`src/rtl/load_write_sequencer.sv`:
```
// Byte-wide RAM write sequencer for the file-load path.
// Pulls 16-bit words over valid/ready and writes them high byte first.
module load_write_sequencer #(
  parameter int ADDR_W = 16,
  parameter int DATA_W = 16,
  parameter int BYTE_W = 8
) (
  input  logic              clk,
  input  logic              RST,
  input  logic              start,
  input  logic              abort,
  input  logic [ADDR_W-1:0] ramBase,
  input  logic [ADDR_W-1:0] wordCount,
  input  logic              inValid,
  input  logic [DATA_W-1:0] captured_data,
  output logic              inReady,
  output logic              write,
  output logic [ADDR_W-1:0] ramAddress,
  output logic [BYTE_W-1:0] ramData,
  output logic              busy,
  output logic              done
);

  typedef enum logic [2:0] {
    S_IDLE,
    S_WAIT,
    S_HI,
    S_LO,
    S_DONE
  } state_t;

  state_t            state_q, state_d;
  logic [ADDR_W-1:0] ptr_q, ptr_d;
  logic [ADDR_W-1:0] rem_q, rem_d;
  logic [DATA_W-1:0] word_q, word_d;

  // State and datapath registers; reset clears everything at once
  always_ff @(posedge clk or posedge RST) begin
    if (RST) begin
      state_q <= S_IDLE;
      ptr_q   <= '0;
      rem_q   <= '0;
      word_q  <= '0;
    end else begin
      state_q <= state_d;
      ptr_q   <= ptr_d;
      rem_q   <= rem_d;
      word_q  <= word_d;
    end
  end

  // Next-state logic; abort overrides every transition, even a start in IDLE
  always_comb begin
    state_d = state_q;
    ptr_d   = ptr_q;
    rem_d   = rem_q;
    word_d  = word_q;
    if (abort) begin
      state_d = S_IDLE;
    end else begin
      unique case (state_q)
        S_IDLE: begin
          if (start) begin
            ptr_d   = ramBase;
            rem_d   = wordCount;
            state_d = (wordCount == '0) ? S_DONE : S_WAIT;
          end
        end
        S_WAIT: begin
          if (inValid) begin
            word_d  = captured_data;
            state_d = S_HI;
          end
        end
        S_HI: begin
          state_d = S_LO;
        end
        S_LO: begin
          ptr_d   = ptr_q + ADDR_W'(2);
          rem_d   = rem_q - ADDR_W'(1);
          state_d = (rem_q == ADDR_W'(1)) ? S_DONE : S_WAIT;
        end
        S_DONE: begin
          state_d = S_IDLE;
        end
        default: begin
          state_d = S_IDLE;
        end
      endcase
    end
  end

  // Outputs decoded purely from registered state
  always_comb begin
    inReady    = 1'b0;
    write      = 1'b0;
    ramAddress = '0;
    ramData    = '0;
    busy       = (state_q != S_IDLE);
    done       = (state_q == S_DONE);
    unique case (state_q)
      S_WAIT: begin
        inReady = 1'b1;
      end
      S_HI: begin
        write      = 1'b1;
        ramAddress = ptr_q;
        ramData    = word_q[DATA_W-1:BYTE_W];
      end
      S_LO: begin
        write      = 1'b1;
        ramAddress = ptr_q + ADDR_W'(1);
        ramData    = word_q[BYTE_W-1:0];
      end
      default: begin
        inReady = 1'b0;
      end
    endcase
  end

endmodule

```
`config.mk`:
```
export PLATFORM = sky130hd
export DESIGN_NAME = load_write_sequencer
export DESIGN_NICKNAME = d
export VERILOG_FILES = /design/src/rtl/load_write_sequencer.sv
export SDC_FILE = /design/constraint.sdc
export NUM_CORES = 1
export LEC_CHECK = 0
export BUFFER_PORTS_ARGS = -buffer_cell sky130_fd_sc_hd__clkbuf_2
export CAP_MARGIN = 20
export CORE_MARGIN = 4
export CORE_UTILIZATION = 58
export DETAILED_ROUTE_END_ITERATION = 7
export HOLD_SLACK_MARGIN = 0.05
export PLACE_DENSITY = 0.86
export RECOVER_POWER = 50
export SLEW_MARGIN = 20
export SYNTH_ARGS = -nofsm -noshare
export SYNTH_HDL_FRONTEND = slang
export SYNTH_SLANG_ARGS = --single-unit
```
`constraint.sdc`:
```
create_clock -name clk -period 4.05 [get_ports clk]
set_clock_uncertainty 0.15 [all_clocks]
set_input_delay 0.2025 -clock clk [delete_from_list [all_inputs] [get_ports clk]]
set_output_delay 0.2025 -clock clk [all_outputs]
set_load 0.05 [all_outputs]
```
==> results.toml, run 1 <==
[status]
outcome = "finished with violations"
violations = "max-capacitance violations, max-slew violations"

[detailed_routing]
via_count = 3404
viasPerCell = 6.25
wl_met3_um = 864
met1Wirelength_um = 3770
antenna_left = 0
route.detailed.drc = 0
routedWlPerCell_um = 17.5
topRoutingLayerUsed = "met4"
drt_iter0_markers = 453
wl_met2_um = 4730
drt_pass1_iterations = 5
wirelength_um = 9550

[power_and_ir_drop]
pwr-share-clk_pct = 13.0
internal_power_uw = 1360
peakVddDrop_mv = 0.364
p_seq_share_pct = 42.1
comb_power_share_pct = 44.9
switching_share_pct = 47.1
switching_power_uw = 1210
power.density_nw_per_um2 = 622
cellLeakagePower_uw = 0.00178

[synth]
synth_area_leader_cell = "dfrtp_1"
synth_top_area_share_pct = 38.2
ys_warn_count = 0
synthTopCellsByArea = "dfrtp_1 (38%), nor2_1 (6.0%), mux2_2 (5.7%)"
ys_ff_latch = 51
ys.flop_type = "dfrtp_1"
syn-num-nets = 431
synth_area_sq_um = 3340
synth-edff-count = 0
synth.distinct_cells = 58
synthCells = 374
async_reset_ff_share_pct = 100
syn_avg_cell_area_sq_um = 8.93
seq_area_frac_synth_pct = 38.2

[grt]
antenna_found_initial = 0
grt_overflow = 0
grt_pass1_vias = 3212
grt_use_total_pct = 27.6
grt_start_max_net_pins = 52
grt_pass1_wl_um = 15900

[layout]
multiInputGateArea_sq_um = 1880
area_delta_synth_final_pct = 24.0
fillers = 402
seq_area_sq_um = 1280
design_area_sq_um = 4140
nNetsFinal = 529
antenna_cells = 0
drive_gt1_share_pct = 24.3

[placement]
gp_congestion = 0.920
io_buffers = 80
dpl-instance-area_sq_um = 3710
place_hpwl_um = 6190

[clock_tree]
cts_tree = "yes"
clockBufferDepth = 2
cts_num_sinks = 51
cts_buffers = 5
clk_latency_ns = 0.31
clkSlewWorstSetupHoldPaths_ns = 0.10
root_buffer = "clkbuf_8"
post_cts_resized = 0
htree_levels = 2

[die]
die_x_um = 83.9
initial_core_util_pct = 60.3
die_area_sq_um = 7030
ioPinCount = 81
placementRows = 27
core-area_sq_um = 5540
die_h_um = 83.9

[critical_path]
crit_family = "simple AND/OR/NAND/NOR gates"
path_max_fanout = 12
worst_path_max_delay_cell = "and4_1"
crit_cells = 6
r2r_slack_ns = 1.15
cp.required_ns = 3.70
cp.arrival_ns = 2.70
r2r_end = "ptr_q[14]"
cp-startpoint = "ptr_q[1]"
end_kind = "output port"
path_buf_inv = 1
crit_end = "ramAddress[15]"
r2r_start = "state_q[0]"
cp_cell_sequence = "ha_1, and4_1, nand4bb_1, or3_1, a21oi_1, clkbuf_2"
slowest_delay_ns = 0.50
crit_path_start_kind = "flop"
reg2reg_depth = 5
crit_type = "reg -> out"

[job]
cap_violations = 1

[timing]
max_freq_mhz = 327
worstMarginPinSlew_ns = 2.28
fin_crit_ns = 3.06
rsz0062_at_grt = "false"
final-hold-violation-count = 0
setup_viol_count_final = 0
fin_crit_sh_pct = 75.5
relSlewSlack_pct = -52.6
slew_viol_final = 52
setup_tns_ns = 0

[min_path]
hold_depth = 2
hp-class = "in -> reg"
==> final cells by class <==
class	count	share of cell area, %
multi-input combinational	290	45.4
inverter	7	0.665
tap	72	2.18
timing repair buffer	117	18.4
sequential	51	30.8
clock inverter	1	0.181
clock buffer	7	2.33
==> repair_timing <==
action | 4_1_cts | 5_1_grt
hold buffers | 35 | 0
setup buffers | 0 | 0
endpoints found under the setup margin | 0 | 0
hold endpoints to repair | 85 | 0
==> metal layers <==
metal | vias up | track usage (%)
li1 | 1592 | -
met1 | 1600 | 37.0
met2 | 190 | 44.7
met3 | 22 | 6.12
met4 | 0 | 8.19
met5 | - | 0
==> cells in the mapped netlist, types with 3 or more instances <==
cell type,instances
nor2_1,53
dfrtp_1,51
a21oi_1,25
nand2_1,25
o21ai_0,18
mux2_2,17
nand3_1,17
buf_2,11
clkbuf_1,11
nand4_1,10
mux2i_1,9
and2_1,8
nor3_1,8
inv_1,7
nor4_1,7
xor2_1,6
o22a_1,5
o22ai_1,5
or3_1,5
a2bb2oi_1,4
a311oi_1,4
a32oi_1,4
and3_1,4
ha_1,4
nand3b_1,4
xnor2_1,4
a31oi_1,3
and4_1,3
o221a_2,3
==> worst register-to-register path: stages (launching register included) <==
cell	delay [ns]
dfrtp_1	0.72
nor3b_1	0.68
o21ai_0	0.35
buf_4	0.34
o31a_1	0.33
a311oi_1	0.23
==> sequential cells by signal (all words and copies together), names as in the netlist <==
register and cells:
word_q 16, rem_q 16, ptr_q 16, state_q 3
==> worst min-delay path by stage <==
stage	slack [ns]	start	end
floorplan	0.16	ramBase[0]	ptr_q[0]
global placement	0.25	ramBase[0]	ptr_q[0]
detailed placement	0.26	ramBase[0]	ptr_q[0]
CTS	0.05	ramBase[3]	ptr_q[3]
global route	0.05	ramBase[3]	ptr_q[3]
finish	0.06	ramBase[3]	ptr_q[3]
==> cells in the final DEF, fill, tap and decap left out, drive strengths merged, types with 4 or more instances in the layout <==
cell         count
xor2             6
dfrtp           51
nand3           17
nor2            55
nand2           25
a311oi           4
dlygate4sd3     35
o22ai            5
a32oi            4
a2bb2oi          4
inv              6
mux2i            9
and2             8
nand4           11
or3              5
nor4             9
o21ai           19
o22a             5
clkbuf          87
nor3             8
ha               4
xnor2            4
mux2            17
and3             4
a21oi           25
nand3b           5
==> power by group through the flow <==
stage | Clock (uW) | Combinational, uW | Sequential, uW
after floorplan | 0 | 995 | 937
after global placement | 0 | 1080 | 1060
after detailed placement | 0 | 1120 | 1080
after CTS | 336 | 1140 | 1070
after global routing | 363 | 1260 | 1120
final | 335 | 1160 | 1080
==> kinds of logic after synthesis <==
| family | share of synthesized area, % |
|---|---|
| AOI/OAI and AO/OA | 18.6 |
| DFF | 38.2 |
| xor gates and xnor gates | 2.62 |
| and+or+nand+nor | 26.0 |
| adders and majority gates | 1.50 |
| buffers and inverters | 4.69 |
| muxes | 8.43 |
==> through the flow <==
stage	util, %	total power, uW	hold WS [ns]	instances	setup WS [ns]
global route	74.7	2750	0.0500	545	0.830
CTS	75.2	2550	0.0522	545	1.00
floorplan	-	1930	0.158	374	1.53
detailed placement	67.0	2190	0.259	502	1.36
finish	74.7	2570	0.0602	545	0.993
global placement	67.0	2140	0.249	502	1.44
Note: power is estimated with default switching activity, not from simulation.
==> inputs of run 2 (changes only) <==
--- a/config.mk
+++ b/config.mk
@@ -8,10 +8,10 @@
 export BUFFER_PORTS_ARGS = -buffer_cell sky130_fd_sc_hd__clkbuf_2
 export CAP_MARGIN = 20
 export CORE_MARGIN = 4
-export CORE_UTILIZATION = 58
+export CORE_UTILIZATION = 54
 export DETAILED_ROUTE_END_ITERATION = 7
 export HOLD_SLACK_MARGIN = 0.05
-export PLACE_DENSITY = 0.86
+export PLACE_DENSITY = 0.8
 export RECOVER_POWER = 50
 export SLEW_MARGIN = 20
 export SYNTH_ARGS = -nofsm -noshare
==> constraint.sdc (replaced) <==
create_clock -name clk -period 3 [get_ports clk]
set_clock_uncertainty 0.15 [all_clocks]
set_input_delay 0.15 -clock clk [delete_from_list [all_inputs] [get_ports clk]]
set_output_delay 0.15 -clock clk [all_outputs]
set_load 0.05 [all_outputs]
==> results.toml, run 2 (synthesis gave the netlist of run 1 again) <==
[status]
outcome = "finished clean"

[grt]
grt_pass1_wl_um = 15600
grt_use_total_pct = 25.9
grt_pass1_vias = 3160
antenna_found_initial = 0
grt_start_max_net_pins = 31
grt_overflow = 0

[layout]
fillers = 454
layout_commonest_cell = "clkbuf_2"
antenna_cells = 0
design_area_sq_um = 4320
nNetsFinal = 543
area_delta_synth_final_pct = 29.3
biggestRegsByFlops = "ptr_q (16), rem_q (16), word_q (16)"
drive_gt1_share_pct = 24.4
layout_common_cells = "clkbuf_2 (77), nor2_1 (53), dfrtp_1 (51), dlygate4sd3_1 (43)"

[timing]
setup_tns_ns = 0
worstMarginPinSlew_ns = 1.30
relSlewSlack_pct = 13.3
fin_crit_sh_pct = 89.3
slew_viol_final = 0
finalWorstSetupSlack_ns = 0.321
setup_viol_count_final = 0
max_freq_mhz = 373
rsz0062_at_grt = "false"
final-hold-violation-count = 0
fin_crit_ns = 2.68

[critical_path]
slowest_delay_ns = 0.46
r2r_slack_ns = 0.55
reg2reg_depth = 3
cp.arrival_ns = 2.38
end_kind = "output port"
cp_cell_sequence = "ha_1, and4_1, nand4bb_1, or3_1, a21oi_1, clkbuf_2"
r2r_start = "state_q[0]"
worst_path_max_delay_cell = "dfrtp_1"
cp.required_ns = 2.70
crit_type = "reg -> out"
path_max_fanout = 7
r2r_end = "word_q[7]"
crit_path_start_kind = "flop"

[job]
cap_violations = 0

[die]
placementRows = 28
die_h_um = 86.6
initial_core_util_pct = 56.1
die_x_um = 86.6
ioPinCount = 81
core-area_sq_um = 5960
die_area_sq_um = 7500

[detailed_routing]
antenna_left = 0
drt_iter0_markers = 286
wirelength_um = 9470
route.detailed.drc = 0
drt_pass1_iterations = 5
via_count = 3427
viasPerCell = 6.10
routedWlPerCell_um = 16.9

[power_and_ir_drop]
power.density_nw_per_um2 = 838
comb_power_share_pct = 45.0
p_seq_share_pct = 39.0
switching_power_uw = 1630
pwr-share-clk_pct = 15.9
internal_power_uw = 1990
cellLeakagePower_uw = 0.00187
peakVddDrop_mv = 0.479
finalPower_uw = 3620
switching_share_pct = 44.9

[clock_tree]
clockBufferDepth = 2
cts_num_sinks = 51
clkSlewWorstSetupHoldPaths_ns = 0.10
cts_buffers = 5
cts_tree = "yes"
clk_latency_ns = 0.31
htree_levels = 2
root_buffer = "clkbuf_8"

[min_path]
hold_depth = 3
hold_end = "rem_q[7]"
min-delay-start = "wordCount[7]"
hp-class = "in -> reg"

[placement]
dp_slack_ns = 0.710
gp_congestion = 0.915
dpl-instance-area_sq_um = 3770
io_buffers = 80
place_hpwl_um = 6400
run 2: metrics by stage:
stage | cells | hold slack [ns] | util (%)
6_report | 562 | 0.0926 | 72.5
5_1_grt | 562 | 0.0973 | 72.5
4_1_cts | 562 | 0.0774 | 72.9
3_5_place_dp | 511 | 0.0478 | 63.4
3_3_place_gp | 510 | 0.195 | 63.0
2_1_floorplan | 374 | 0.105 | -
run 2: repair_timing:
| action | 4_1_cts | 5_1_grt |
|---|---|---|
| hold buffers | 43 | 0 |
| gates resized for setup | 0 | 0 |
| setup buffers | 0 | 0 |
| hold endpoints to repair | 63 | 0 |
run 2: worst max path at each step:
stage / start / end / depth (start not counted)
6_report: ptr_q[1] / ramAddress[15] / 6
5_1_grt: RST / state_q[0] / 4
4_1_cts: ptr_q[1] / ramAddress[15] / 6
3_5_place_dp: ptr_q[1] / ramAddress[15] / 6
3_3_place_gp: ptr_q[2] / ramAddress[15] / 6
2_1_floorplan: ptr_q[2] / ramAddress[15] / 5
run 2: power by group through the flow:
stage / Combinational [uW] / Clock [uW] / Sequential (uW)
global placement: 1540 / 0 / 1390
finish: 1630 / 576 / 1410
global route: 1770 / 613 / 1460
detailed placement: 1580 / 0 / 1410
floorplan: 1340 / 0 / 1270
CTS: 1630 / 576 / 1400
run 2: area by class of cell:
class | count | area, sq um | area share, %
clock buffer | 5 | 68.8 | 1.59
clock inverter | 3 | 67.6 | 1.57
inverter | 7 | 26.3 | 0.609
multi-input combinational | 290 | 1890 | 43.8
sequential | 51 | 1280 | 29.6
tap | 75 | 93.8 | 2.17
timing repair buffer | 131 | 892 | 20.7
run 2: worst max-delay path: cells and delay by family, from the launching register on:
kind	cells	cell delay, ns
AND/OR/NAND/NOR	3	0.86
flip-flops	1	0.46
buffers and inverters	1	0.32
adder cells (fa/ha/maj)	1	0.27
AO/OA/AOI/OAI	1	0.16
run 2: metal layers:
metal | up-vias | track usage (%) | routed length [um]
met2 | 158 | 43.6 | 4780
met3 | 17 | 4.37 | 663
met5 | - | 0 | 0
met1 | 1634 | 34.4 | 3870
li1 | 1618 | - | -
met4 | 0 | 7.37 | 159
